## src/rtl/jstk_pkg.sv

```systemverilog
// Shared definitions for the PmodJSTK SPI poller: FSM encoding, command byte and frame geometry.
package jstk_pkg;

   typedef enum logic [2:0] {
      ST_IDLE,
      ST_SETUP,
      ST_SHIFT,
      ST_GAP,
      ST_DONE
   } state_e;

   localparam logic [7:0]  CMD_LED     = 8'h80;
   localparam int unsigned FRAME_BYTES = 5;
   localparam int unsigned FRAME_BITS  = 40;

   function automatic logic [7:0] cmd_byte(input logic [1:0] leds);
      return CMD_LED | {6'b0, leds};
   endfunction

endpackage

```

## src/rtl/spi_byte_shifter.sv

```systemverilog
// One 8-bit SPI mode-0 exchange, MSB first; start accepted when idle, done pulses with sclk's last fall.
module spi_byte_shifter #(
   parameter int unsigned HALF_PERIOD = 50
) (
   input  logic       clk,
   input  logic       rst,
   input  logic       start_i,
   input  logic [7:0] tx_i,
   input  logic       miso_i,
   output logic       sclk_o,
   output logic       mosi_o,
   output logic       done_o,
   output logic [7:0] rx_o
);

   localparam int unsigned HW = (HALF_PERIOD > 1) ? $clog2(HALF_PERIOD) : 1;

   logic          busy_q;
   logic [HW-1:0] cnt_q;
   logic [2:0]    bit_q;
   logic [7:0]    sh_q;
   logic [7:0]    rx_q;
   logic          sclk_q;
   logic          mosi_q;
   logic          done_q;

   always_ff @(posedge clk) begin
      if (rst) begin
         busy_q <= 1'b0;
         cnt_q  <= '0;
         bit_q  <= '0;
         sh_q   <= '0;
         rx_q   <= '0;
         sclk_q <= 1'b0;
         mosi_q <= 1'b0;
         done_q <= 1'b0;
      end else begin
         done_q <= 1'b0;
         if (!busy_q) begin
            if (start_i) begin
               busy_q <= 1'b1;
               sh_q   <= tx_i;
               mosi_q <= tx_i[7];
               cnt_q  <= '0;
               bit_q  <= '0;
               sclk_q <= 1'b0;
            end
         end else if (cnt_q != HW'(HALF_PERIOD - 1)) begin
            cnt_q <= cnt_q + HW'(1);
         end else begin
            cnt_q <= '0;
            if (!sclk_q) begin
               // rising edge: slave output has been stable for the whole low phase
               sclk_q <= 1'b1;
               rx_q   <= {rx_q[6:0], miso_i};
            end else begin
               sclk_q <= 1'b0;
               if (bit_q == 3'd7) begin
                  busy_q <= 1'b0;
                  done_q <= 1'b1;
               end else begin
                  bit_q  <= bit_q + 3'd1;
                  mosi_q <= sh_q[6];
                  sh_q   <= {sh_q[6:0], 1'b0};
               end
            end
         end
      end
   end

   assign sclk_o = sclk_q;
   assign mosi_o = mosi_q;
   assign done_o = done_q;
   assign rx_o   = rx_q;

endmodule

```

## src/rtl/jstk_spi_master.sv

```systemverilog
// Periodic PmodJSTK poller: frames of five SPI bytes, LED command out, 40-bit joystick frame in.
module jstk_spi_master
   import jstk_pkg::*;
#(
   parameter int unsigned HALF_PERIOD = 50,
   parameter int unsigned SS_SETUP    = 1500,
   parameter int unsigned BYTE_GAP    = 1000,
   parameter int unsigned POLL_PERIOD = 1000000
) (
   input  logic                  clk,
   input  logic                  rst,
   input  logic                  en,
   input  logic [1:0]            leds,
   input  logic                  miso,
   output logic                  ss_n,
   output logic                  sclk,
   output logic                  mosi,
   output logic [FRAME_BITS-1:0] data,
   output logic                  valid
);

   localparam int unsigned TW   = $clog2(POLL_PERIOD + 1);
   localparam int unsigned CMAX = (SS_SETUP > BYTE_GAP) ? SS_SETUP : BYTE_GAP;
   localparam int unsigned CW   = $clog2(CMAX + 1);
   localparam int unsigned BW   = 3;

   state_e                state_q;
   logic [TW-1:0]         tmr_q;
   logic [CW-1:0]         cnt_q;
   logic [BW-1:0]         byte_q;
   logic [1:0]            leds_q;
   logic [FRAME_BITS-1:0] frame_q;
   logic [FRAME_BITS-1:0] data_q;
   logic                  start_q;
   logic                  ss_n_q;
   logic                  valid_q;

   logic                  sh_done;
   logic [7:0]            sh_rx;
   logic [7:0]            sh_tx;

   assign sh_tx = (byte_q == '0) ? cmd_byte(leds_q) : 8'h00;

   spi_byte_shifter #(
      .HALF_PERIOD(HALF_PERIOD)
   ) u_shifter (
      .clk    (clk),
      .rst    (rst),
      .start_i(start_q),
      .tx_i   (sh_tx),
      .miso_i (miso),
      .sclk_o (sclk),
      .mosi_o (mosi),
      .done_o (sh_done),
      .rx_o   (sh_rx)
   );

   always_ff @(posedge clk) begin
      if (rst) begin
         state_q <= ST_IDLE;
         tmr_q   <= '0;
         cnt_q   <= '0;
         byte_q  <= '0;
         leds_q  <= '0;
         frame_q <= '0;
         data_q  <= '0;
         start_q <= 1'b0;
         ss_n_q  <= 1'b1;
         valid_q <= 1'b0;
      end else begin
         start_q <= 1'b0;
         valid_q <= 1'b0;
         // free-running poll timer, saturates at zero; reloaded only when a frame starts
         if (tmr_q != '0) tmr_q <= tmr_q - TW'(1);
         case (state_q)
            ST_IDLE: begin
               if (en && tmr_q == '0) begin
                  state_q <= ST_SETUP;
                  ss_n_q  <= 1'b0;
                  leds_q  <= leds;
                  tmr_q   <= TW'(POLL_PERIOD - 1);
                  cnt_q   <= '0;
                  byte_q  <= '0;
               end
            end
            ST_SETUP: begin
               if (cnt_q == CW'(SS_SETUP - 1)) begin
                  cnt_q   <= '0;
                  start_q <= 1'b1;
                  state_q <= ST_SHIFT;
               end else begin
                  cnt_q <= cnt_q + CW'(1);
               end
            end
            ST_SHIFT: begin
               if (sh_done) begin
                  frame_q <= {frame_q[FRAME_BITS-9:0], sh_rx};
                  if (byte_q == BW'(FRAME_BYTES - 1)) begin
                     state_q <= ST_DONE;
                  end else begin
                     byte_q  <= byte_q + BW'(1);
                     state_q <= ST_GAP;
                  end
               end
            end
            ST_GAP: begin
               if (cnt_q == CW'(BYTE_GAP - 1)) begin
                  cnt_q   <= '0;
                  start_q <= 1'b1;
                  state_q <= ST_SHIFT;
               end else begin
                  cnt_q <= cnt_q + CW'(1);
               end
            end
            ST_DONE: begin
               ss_n_q  <= 1'b1;
               data_q  <= frame_q;
               valid_q <= 1'b1;
               state_q <= ST_IDLE;
            end
            default: state_q <= ST_IDLE;
         endcase
      end
   end

   assign ss_n  = ss_n_q;
   assign data  = data_q;
   assign valid = valid_q;

endmodule

```

## config.mk

```make
export PLATFORM = sky130hd
export DESIGN_NAME = jstk_spi_master
export DESIGN_NICKNAME = d
export VERILOG_FILES = /design/src/rtl/jstk_pkg.sv /design/src/rtl/spi_byte_shifter.sv /design/src/rtl/jstk_spi_master.sv
export SDC_FILE = /design/constraint.sdc
export NUM_CORES = 1
export LEC_CHECK = 0
export CORE_MARGIN = 2
export CORE_UTILIZATION = 45
export CTS_BUF_LIST = sky130_fd_sc_hd__clkbuf_8
export CTS_CLUSTER_SIZE = 30
export DETAILED_ROUTE_END_ITERATION = 6
export GPL_TIMING_DRIVEN = 0
export PLACE_DENSITY = 0.76
export SYNTH_ARGS = -nofsm -noshare
export SYNTH_HDL_FRONTEND = slang
export SYNTH_SLANG_ARGS = --single-unit
```

## constraint.sdc

```tcl
create_clock -name clk -period 2.4 [get_ports clk]
set_input_delay 0.48 -clock clk [delete_from_list [all_inputs] [get_ports clk]]
set_output_delay 0.48 -clock clk [all_outputs]
set_load 0.02 [all_outputs]
```

==> metrics.txt, run 1 <==
insertion delay to the later sink of the worst-skew pair=approximately 0.45 ns; share of post-route cells with drive strength above 1=0.07895; number of violations reported at the end of detailed-routing iteration 0=294; grt met1 use=0.2470; TritonCTS clock tree=done; HPWL reported at the end of detailed placement=9816 um; drt via density=roughly 5.6; floorplan core area=0.01267 sq mm; via count of the first global-routing pass=4776; Yosys top cell area share=0.5134; global-route wire length before repair=22670 um; max_cap viols=0; starting density of the core=0.4616; footprint of the flip-flops and latches=approximately 0.0030 sq mm; Post-CTS Hold Buffers=0; top_reg_cell synth=sky130_fd_sc_hd__dfxtp_1; # diodes=0; share of synthesized registers carrying an async set or reset=0; final layout net count=724; cell at the root of the clock tree=sky130_fd_sc_hd__clkbuf_8; count of pins on the block boundary=50; total DRC errors in the routed layout=0; path type of the worst setup path=reg -> reg; number of iterations in the first detailed-routing pass=5; CTS sink count=150; area growth from synthesis to final layout=19.34%; Highest Clock Rate=between 400 and 500 MHz; antenna violations before repair=0; worst-case headroom to the max-slew limit=0.5405; Fin Clk Skew=0.01006 ns; Netlist Area Pre-Place=0.005849 sq mm; maximum number of pins on one net before global-route repair=17; Chip Width=about 120 um; Critical Path Source Type=flop; status=completed; pwr/cell area=889.7 mW/mm^2; total nets after synthesis=656; Syn. warnings=0; cell count after synthesis=around 640; main area contributors after synthesis=sky130_fd_sc_hd__dfxtp_1 51%, sky130_fd_sc_hd__nand2_1 7.4%, sky130_fd_sc_hd__a22o_1 6.1%; clock transition at the registers of the reported paths=0.08 ns; GP Congestion=around 0.86; number of setup violations in the final report=0; setup repair after global routing missed its margin=no; largest area contributor in the netlist=sky130_fd_sc_hd__dfxtp_1; Post-Syn Area per Cell=~9.1 sq um; met3 Use GR=0.04797; I/O Buffers=49; DIE HEIGHT=~120 um; highest-utilization routing layer at the global route stage=met2; register bit total from synthesis=150; time the final worst path needs with I/O delays and setup=2.247 ns; WP data arrival=2.56 ns; sequential fraction of the synthesis area=0.5134; post-layout total power=6.211 mW; overflow left after global routing=0; row cnt=41; number of enable flip-flop cells after synthesis=0; count leader, synth=sky130_fd_sc_hd__dfxtp_1; met2 usage in global routing=0.3285; Layout Cells excl Fill=894; ANT nets after route=0; final-report max-slew violation count=0; worst hold path class=reg -> reg; distinct cell type count after synthesis=60; final-layout fill cell count=around 1100; clock tree buffer depth=2; vias=between 4000 and 5000; cts bufs inserted=17; Max FO, Critical Path=10; crit share post-route=0.9362; Global Route Usage Sum=0.1991; WL/cell=15.15 um; Fin. Hold Viols=0; total number of H-tree levels=4; cell types with the highest counts after synthesis=150 x sky130_fd_sc_hd__dfxtp_1, 116 x sky130_fd_sc_hd__nand2_1, 65 x sky130_fd_sc_hd__a21oi_1; placed instance count=862; kind of end point of the critical path=flop; required arrival time at the worst endpoint=roughly 2.7 ns; area taken by multi-input logic gates=0.002610 sq mm; transition time at the pin with the least slew margin=roughly 0.69 ns; total die area=0.01393 sq mm; Leak=between 2 and 2.5 nW; Max IR drop VDD=454.5 uV; sum of routed wire length over all layers=13550 um
[cells in the final DEF (no fill, tap or decap), types with 16 or more instances in the layout]
cell and count:
sky130_fd_sc_hd__dfxtp_1 150, sky130_fd_sc_hd__nand2_1 116, sky130_fd_sc_hd__a21oi_1 65, sky130_fd_sc_hd__clkdlybuf4s50_1 49
sky130_fd_sc_hd__a22o_1 41, sky130_fd_sc_hd__nor2_1 37, sky130_fd_sc_hd__clkbuf_1 33, sky130_fd_sc_hd__nand3_1 25
sky130_fd_sc_hd__clkbuf_8 17, sky130_fd_sc_hd__nor3_1 16
[area by class of cell]
cell class	count	area share
buffer	44	0.02975
clock buffer	17	0.03352
sequential	150	0.4302
tap	172	0.03083
inverter	9	0.004840
timing repair buffer	49	0.07026
multi-input combinational	438	0.3739
clock inverter	15	0.02671
[logic make-up after synthesis]
logic type,after synthesis,synth area share
AND/OR/NAND/NOR,250,0.2071
multiplexers,12,0.02054
flip-flops,150,0.5134
XOR/XNOR,10,0.01497
AO/OA/AOI/OAI,157,0.1835
buffers and inverters,53,0.04128
adder cells (fa/ha/maj),9,0.01925
[path summary, 6_finish.rpt]
| check | start | to | slack (ns) | cells past startpoint |
|---|---|---|---|---|
| worst max-delay path | tmr_q[0]$_SDFF_PP0_ | tmr_q[0]$_SDFF_PP0_ | 0.15 | 8 |
| worst max register to register | tmr_q[0]$_SDFF_PP0_ | tmr_q[0]$_SDFF_PP0_ | 0.15 | 8 |
| worst min-delay path | frame_q[33]$_SDFFE_PP0P_ | frame_q[33]$_SDFFE_PP0P_ | 0.46 | 2 |
| worst min register to register | frame_q[33]$_SDFFE_PP0P_ | frame_q[33]$_SDFFE_PP0P_ | 0.46 | 2 |
[stage by stage]
stage	TNS (ns)	setup slack [ns]	cell area, sq um	utilization	hold WS, ns
6_report	0	0.1530	6980	0.5509	0.4605
5_1_grt	0	0.01530	6980	0.5509	0.4813
4_1_cts	0	0.09989	6975	0.5505	0.4592
3_5_place_dp	-6.601	-0.2735	6555	0.5173	0.4483
3_3_place_gp	-6.383	-0.2635	6555	0.5173	0.4423
2_1_floorplan	0	0.4535	5849	-	0.4315
[report_power, final]
group | total (mW) | leakage, nW | switching (mW) | internal, mW
Sequential | 2.82 | 1.21 | 0.179 | 2.64
Combinational | 1.37 | 1.05 | 0.816 | 0.551
Clock | 2.02 | 0.207 | 1.05 | 0.971
Total | 6.21 | 2.47 | 2.05 | 4.16
[per-layer routing]
layer | vias to the layer above | routed length [um]
met1 | 2359 | 5949
met5 | - | 0
met4 | 0 | 395
met3 | 31 | 707
met2 | 162 | 6491
li1 | 2445 | -
[what timing repair did]
item	CTS	global route
buffers inserted	0	0
endpoints found under the setup margin	0	8
gates resized for setup	0	1
[critical path: stages, from the launching register on]
cell                       delay, ns
sky130_fd_sc_hd__dfxtp_1        0.37
sky130_fd_sc_hd__inv_1          0.10
sky130_fd_sc_hd__ha_1           0.14
sky130_fd_sc_hd__nor4b_1        0.46
sky130_fd_sc_hd__and4_2         0.29
sky130_fd_sc_hd__clkbuf_2       0.19
sky130_fd_sc_hd__nand3_2        0.25
sky130_fd_sc_hd__xnor2_1        0.23
sky130_fd_sc_hd__a21oi_1        0.08
[flip-flops by register name (all words and copies together) (netlist names)]
name	cells
u_shifter.sclk_o	1
u_shifter.cnt_q	6
data	40
state_q	3
frame_q	40
byte_q	3
ss_n	1
u_shifter.rx_o	8
tmr_q	20
u_shifter.busy_q	1
u_shifter.bit_q	3
u_shifter.sh_q	7
cnt_q	11
valid	1
start_q	1
u_shifter.mosi_o	1
leds_q	2
u_shifter.done_o	1
Power figures use the tool's default switching activity.
==> run 2: changes to the inputs <==
CELL_PAD_IN_SITES_DETAIL_PLACEMENT = 0   (was default)
CELL_PAD_IN_SITES_GLOBAL_PLACEMENT = 1   (was default)
PLACE_DENSITY = 0.91   (was 0.76)
==> metrics.txt, run 2 (same netlist as run 1, synthesis figures left out) <==
post-layout total power=6.192 mW (was 6.211 mW); Chip Width=118.0 um (unchanged); hold path depth=2 (unchanged); Fin Clk Skew=0.009452 ns (was 0.01006 ns); Top delay family on crit path=simple AND/OR/NAND/NOR gates (unchanged); share of post-route cells with drive strength above 1=0.07628 (was 0.07895); overflow left after global routing=0 (unchanged); endpoint with the worst hold slack=frame_q[37]$_SDFFE_PP0P_ (was frame_q[33]$_SDFFE_PP0P_); DIE HEIGHT=118.0 um (unchanged); min-delay src=frame_q[37]$_SDFFE_PP0P_ (was frame_q[33]$_SDFFE_PP0P_); vias=4934 (was 4997); buffering stage count on the worst path with inverters included=2 (unchanged); crit share post-route=0.9250 (was 0.9362); beginning of the worst register-to-register path=tmr_q[0]$_SDFF_PP0_ (unchanged); utilization of the core after routing=0.5506 (was 0.5509); cell at the root of the clock tree=sky130_fd_sc_hd__clkbuf_8 (unchanged); cts bufs inserted=17 (unchanged); via count of the first global-routing pass=4738 (was 4776); TritonCTS clock tree=done (unchanged); total number of H-tree levels=4 (unchanged); pwr/cell area=887.5 mW/mm^2 (was 889.7 mW/mm^2); ordered list of cells on the worst path=inv_1 > ha_1 > nor4b_1 > and4_2 > clkbuf_2 > nand3_2 > xnor2_1 > a21oi_1 (unchanged); Critical Path Source Type=flop (unchanged); Max FO, Critical Path=10 (unchanged); transition time at the pin with the least slew margin=0.5696 ns (was 0.6893 ns); drt via density=5.525 (was 5.589); number of violations reported at the end of detailed-routing iteration 0=238 (was 294); delay of the slowest cell on the worst path=0.46 ns (about the same); clock transition at the registers of the reported paths=0.08 ns (about the same); most used cells in the layout excluding fill and tap cells=150 x sky130_fd_sc_hd__dfxtp_1, 116 x sky130_fd_sc_hd__nand2_1, 65 x sky130_fd_sc_hd__a21oi_1, 49 x sky130_fd_sc_hd__clkdlybuf4s50_1, 41 x sky130_fd_sc_hd__a22o_1 (unchanged); most common library cell in the layout ignoring fill and taps=sky130_fd_sc_hd__dfxtp_1 (unchanged); number of post-CTS setup repair buffers=0 (unchanged); ANT nets after route=0 (unchanged); insertion delay to the later sink of the worst-skew pair=0.45 ns (about the same); total negative slack=0 ns (unchanged); worst-case register-to-register setup slack=0.18 ns (was 0.15 ns); Worst R2R Path Depth=8 (unchanged); antenna violations before repair=0 (unchanged); setup repair after global routing missed its margin=no (unchanged); minimum hold slack=0.4634 ns (was 0.4605 ns); row cnt=41 (unchanged); number of iterations in the first detailed-routing pass=5 (unchanged); Highest Clock Rate=450.5 MHz (was 445.0 MHz); Fin. Hold Viols=0 (unchanged); time the final worst path needs with I/O delays and setup=2.220 ns (was 2.247 ns); RR Endpoint=tmr_q[0]$_SDFF_PP0_ (unchanged); area taken by multi-input logic gates=0.002620 sq mm (was 0.002610 sq mm); HPWL reported at the end of detailed placement=9501 um (was 9816 um); total DRC errors in the routed layout=0 (unchanged); maximum number of pins on one net before global-route repair=17 (unchanged); CTS sink count=150 (unchanged); count of pins on the block boundary=50 (unchanged); global-route wire length before repair=22430 um (was 22670 um); GP Congestion=0.8090 (was 0.8637); path type of the worst setup path=reg -> reg (unchanged); final-report max-slew violation count=0 (unchanged); Post-CTS Hold Buffers=0 (unchanged); total die area=0.01393 sq mm (unchanged); kind of end point of the critical path=flop (unchanged); WP data arrival=2.53 ns (was 2.56 ns); max_cap viols=0 (unchanged); sum of routed wire length over all layers=13290 um (was 13550 um); status=completed (unchanged); final layout net count=724 (unchanged); clock tree buffer depth=2 (unchanged); Leak=2.468 nW (about the same); Max IR drop VDD=774.3 uV (was 454.5 uV); starting density of the core=0.4616 (unchanged); Global Route Usage Sum=0.1964 (was 0.1991); WL/cell=14.89 um (was 15.15 um); critical path launch point=tmr_q[0]$_SDFF_PP0_ (unchanged); final-layout fill cell count=1180 (was 1148); Slowest-stage cell, CP=sky130_fd_sc_hd__nor4b_1 (unchanged); footprint of the flip-flops and latches=0.003003 sq mm (unchanged); worst-case headroom to the max-slew limit=0.6168 (was 0.5405); I/O Buffers=49 (unchanged); # diodes=0 (unchanged); worst hold path class=reg -> reg (unchanged); required arrival time at the worst endpoint=2.71 ns (about the same); number of setup violations in the final report=0 (unchanged); area growth from synthesis to final layout=19.27% (was 19.34%); floorplan core area=0.01267 sq mm (unchanged)
run 2: cell types whose count changed in the layout (fill, tap and decap cells not counted), moves of 2 or more:
cell                     change
sky130_fd_sc_hd__inv_8       -3
sky130_fd_sc_hd__nor3_2      +2
sky130_fd_sc_hd__inv_6       -4
sky130_fd_sc_hd__nor3_1      -2
sky130_fd_sc_hd__inv_1       +3
run 2: layout make-up:
| class | instances | share of cell area |
|---|---|---|
| timing repair buffer | 49 | 0.07030 |
| inverter | 9 | 0.004842 |
| buffer | 44 | 0.02977 |
| clock inverter | 13 | 0.02278 |
| multi-input combinational | 438 | 0.3755 |
| clock buffer | 18 | 0.03551 |
| sequential | 150 | 0.4304 |
| tap | 172 | 0.03085 |
run 2: layer usage:
layer,share of wire,up-vias,GRT usage
met5,0,-,0
met4,0.012,0,0.06777
met3,0.048,14,0.04554
met2,0.48,116,0.3278
met1,0.46,2368,0.2492
li1,-,2436,-
run 2: worst register-to-register path: stages (launching register included):
cell and delay [ns]:
sky130_fd_sc_hd__dfxtp_1 0.35, sky130_fd_sc_hd__inv_1 0.10, sky130_fd_sc_hd__ha_1 0.15, sky130_fd_sc_hd__nor4b_1 0.46, sky130_fd_sc_hd__and4_2 0.29, sky130_fd_sc_hd__clkbuf_2 0.19
sky130_fd_sc_hd__nand3_2 0.24, sky130_fd_sc_hd__xnor2_1 0.23, sky130_fd_sc_hd__a21oi_1 0.08
run 2: worst max path at each step:
stage | end | depth (start not counted) | slack (ns)
after global routing | tmr_q[12]$_SDFF_PP0_ | 8 | 0.02
after floorplan | tmr_q[12]$_SDFF_PP0_ | 8 | 0.45
after global placement | leds_q[0]$_SDFFE_PP0P_ | 5 | -0.23
after CTS | u_shifter.sh_q[3]$_SDFFE_PP0P_ | 7 | 0.10
after detailed placement | tmr_q[17]$_SDFF_PP0_ | 5 | -0.29
final | tmr_q[0]$_SDFF_PP0_ | 8 | 0.18
run 2: stage by stage:
stage          std cells  instance area [sq um]  worst slack, ns
2_1_floorplan        641                   5849           0.4535
3_3_place_gp         862                   6555          -0.2327
3_5_place_dp         862                   6555          -0.2855
4_1_cts              893                   6962           0.1001
6_report             893                   6977           0.1800
5_1_grt              893                   6977          0.01724
run 2: where the power goes:
part	internal (mW)	total [mW]	leakage [nW]	switching [mW]
Combinational	0.558	1.38	1.05	0.824
Clock	1.05	1.99	0.205	0.947
Sequential	2.64	2.82	1.21	0.177
run 2: repair_timing:
| item | in CTS | in global routing |
|---|---|---|
| endpoints found under the setup margin | 0 | 11 |
| hold endpoints to repair | 0 | 0 |
| gates resized for setup | 0 | 3 |
==> run 3: changes to the inputs <==
CORE_UTILIZATION = 41   (was 45)
PLACE_DENSITY = 0.88   (was 0.91)
clock period = 1.9 ns   (was 2.4 ns; I/O delays follow)
==> metrics.txt, run 3 (same netlist as run 1, synthesis figures left out) <==
Max FO, Critical Path=8 (was 10); Worst R2R Path Depth=8 (unchanged); TritonCTS clock tree=done (unchanged); final-report max-slew violation count=0 (unchanged); CTS sink count=150 (unchanged); final-layout fill cell count=1250 (was 1180); status=completed (unchanged); transition time at the pin with the least slew margin=0.7533 ns (was 0.5696 ns); time the final worst path needs with I/O delays and setup=1.882 ns (was 2.220 ns); most used cells in the layout excluding fill and tap cells=145 x sky130_fd_sc_hd__dfxtp_1, 112 x sky130_fd_sc_hd__nand2_1, 65 x sky130_fd_sc_hd__a21oi_1, 47 x sky130_fd_sc_hd__clkdlybuf4s50_1, 41 x sky130_fd_sc_hd__a22o_1 (was 150 x sky130_fd_sc_hd__dfxtp_1, 116 x sky130_fd_sc_hd__nand2_1, 65 x sky130_fd_sc_hd__a21oi_1, 49 x sky130_fd_sc_hd__clkdlybuf4s50_1, 41 x sky130_fd_sc_hd__a22o_1); Global Route Usage Sum=0.1888 (was 0.1964); worst hold path class=reg -> reg (unchanged); row cnt=43 (was 41); buffering stage count on the worst path with inverters included=2 (unchanged); Chip Width=123.4 um (was 118.0 um); floorplan core area=0.01393 sq mm (was 0.01267 sq mm); required arrival time at the worst endpoint=2.25 ns (was 2.71 ns); ordered list of cells on the worst path=inv_4 > ha_4 > nor4b_4 > nand2_2 > o311a_1 > buf_6 > a21o_1 > a22o_1 (was inv_1 > ha_1 > nor4b_1 > and4_2 > clkbuf_2 > nand3_2 > xnor2_1 > a21oi_1); Post-CTS Hold Buffers=0 (unchanged); total die area=0.01524 sq mm (was 0.01393 sq mm); cell count along the critical path=8 (unchanged); HPWL reported at the end of detailed placement=9636 um (was 9501 um); Max IR drop VDD=573.7 uV (was 774.3 uV); Slowest-stage cell, CP=sky130_fd_sc_hd__o311a_1 (was sky130_fd_sc_hd__nor4b_1); number of setup violations in the final report=0 (unchanged); crit share post-route=0.9903 (was 0.9250); global-route wire length before repair=22410 um (was 22430 um); most common library cell in the layout ignoring fill and taps=sky130_fd_sc_hd__dfxtp_1 (unchanged); # diodes=0 (unchanged); starting density of the core=0.4198 (was 0.4616); DIE HEIGHT=123.4 um (was 118.0 um); Highest Clock Rate=531.5 MHz (was 450.5 MHz); sum of routed wire length over all layers=14140 um (was 13290 um); path type of the worst setup path=reg -> reg (unchanged); overflow left after global routing=0 (unchanged); insertion delay to the later sink of the worst-skew pair=0.46 ns (was 0.45 ns); vias=5028 (was 4934); via count of the first global-routing pass=4655 (was 4738); share of post-route cells with drive strength above 1=0.1563 (was 0.07628); maximum number of pins on one net before global-route repair=17 (unchanged); Critical Path Source Type=flop (unchanged); total negative slack=0 ns (unchanged); GP Congestion=0.8350 (was 0.8090); max_cap viols=0 (unchanged); area growth from synthesis to final layout=25.28% (was 19.27%); delay of the slowest cell on the worst path=0.38 ns (was 0.46 ns); kind of end point of the critical path=flop (unchanged); final layout net count=738 (was 724); Fin. Hold Viols=0 (unchanged); Fin Clk Skew=0.01431 ns (was 0.009452 ns); Leak=2.691 nW (was 2.468 nW); total number of H-tree levels=4 (unchanged); setup repair after global routing missed its margin=yes (was no); cell at the root of the clock tree=sky130_fd_sc_hd__clkbuf_8 (unchanged); WP data arrival=2.23 ns (was 2.53 ns); post-route cell area=0.007328 sq mm (was 0.006977 sq mm); antenna violations before repair=0 (unchanged); clock transition at the registers of the reported paths=0.09 ns (was 0.08 ns); cts bufs inserted=17 (unchanged); worst-case headroom to the max-slew limit=0.4978 (was 0.6168); WL/cell=15.43 um (was 14.89 um); post-layout total power=8.510 mW (was 6.192 mW); ANT nets after route=0 (unchanged); hold path depth=2 (unchanged); count of pins on the block boundary=50 (unchanged); Top delay family on crit path=compound AO/OA/AOI/OAI gates (was simple AND/OR/NAND/NOR gates); I/O Buffers=49 (unchanged); pwr/cell area=1161 mW/mm^2 (was 887.5 mW/mm^2); minimum hold slack=0.4664 ns (was 0.4634 ns); clock tree buffer depth=2 (unchanged); number of violations reported at the end of detailed-routing iteration 0=298 (was 238); total DRC errors in the routed layout=0 (unchanged); drt via density=5.489 (was 5.525); area after detailed placement=0.006571 sq mm (was 0.006555 sq mm); number of iterations in the first detailed-routing pass=5 (unchanged)
==> run 3: cell types whose count changed in the layout (fill, tap and decap cells not counted), moves of 4 or more <==
cell,before,now
sky130_fd_sc_hd__nand2_1,116,112
sky130_fd_sc_hd__inv_1,12,8
sky130_fd_sc_hd__buf_4,0,18
sky130_fd_sc_hd__nor3_4,0,5
sky130_fd_sc_hd__clkbuf_2,2,12
sky130_fd_sc_hd__dfxtp_1,150,145
sky130_fd_sc_hd__clkbuf_1,33,18
==> run 3: worst register-to-register path: cells and delay by family, from the launching register on <==
family / cells / cell delay, ns
buffers and inverters: 2 / 0.20
DFF: 1 / 0.37
AOI/OAI and AO/OA: 3 / 0.70
adders and majority gates: 1 / 0.11
and+or+nand+nor: 2 / 0.37
==> run 3: what timing repair did <==
action / 4_1_cts / 5_1_grt
setup buffers: 7 / 10
pin swaps: 6 / 9
setup endpoints to repair: 83 / 130
cloned: 0 / 1
resized for setup: 30 / 50
==> run 3: layout make-up <==
cell class	count	area, sq um	area share
flip-flops and latches	150	3014	0.4113
multi-input cells	438	2820	0.3848
repair buffers	67	628.1	0.08571
plain buffers	40	220.2	0.03005
clock buffers	19	261.5	0.03568
well taps	180	225.2	0.03073
clock inverters	13	120.1	0.01639
inverters	9	38.79	0.005293
==> run 3: final timing paths <==
kind	from	end	slack, ns
worst max-delay path	tmr_q[1]$_SDFF_PP0_	cnt_q[3]$_SDFFE_PP0P_	0.02
worst max register to register	tmr_q[1]$_SDFF_PP0_	cnt_q[3]$_SDFFE_PP0P_	0.02
worst min-delay path	frame_q[33]$_SDFFE_PP0P_	frame_q[33]$_SDFFE_PP0P_	0.47
worst min register to register	frame_q[33]$_SDFFE_PP0P_	frame_q[33]$_SDFFE_PP0P_	0.47
==> run 3: where the power goes <==
part	switching, mW	total, mW	internal (mW)
combinational	1.35	2.50	1.15
sequential	0.271	3.62	3.35
clock	1.26	2.38	1.12
total	2.88	8.51	5.63
==> run 3: metal layers <==
| layer | track usage | part of all wire | up-vias |
|---|---|---|---|
| li1 | - | - | 2466 |
| met1 | 0.2528 | 0.48 | 2449 |
| met3 | 0.03552 | 0.036 | 19 |
| met4 | 0.08026 | 0.015 | 0 |
| met5 | 0 | 0 | - |
| met2 | 0.2981 | 0.47 | 94 |
==> run 3: through the flow <==
stage	cells	util	setup WS, ns
final	916	0.5259	0.01849
after global placement	870	0.4716	-0.6791
after floorplan	641	-	0.01623
after CTS	907	0.5106	-0.009714
after detailed placement	870	0.4716	-0.7600
after global routing	916	0.5259	-0.1080
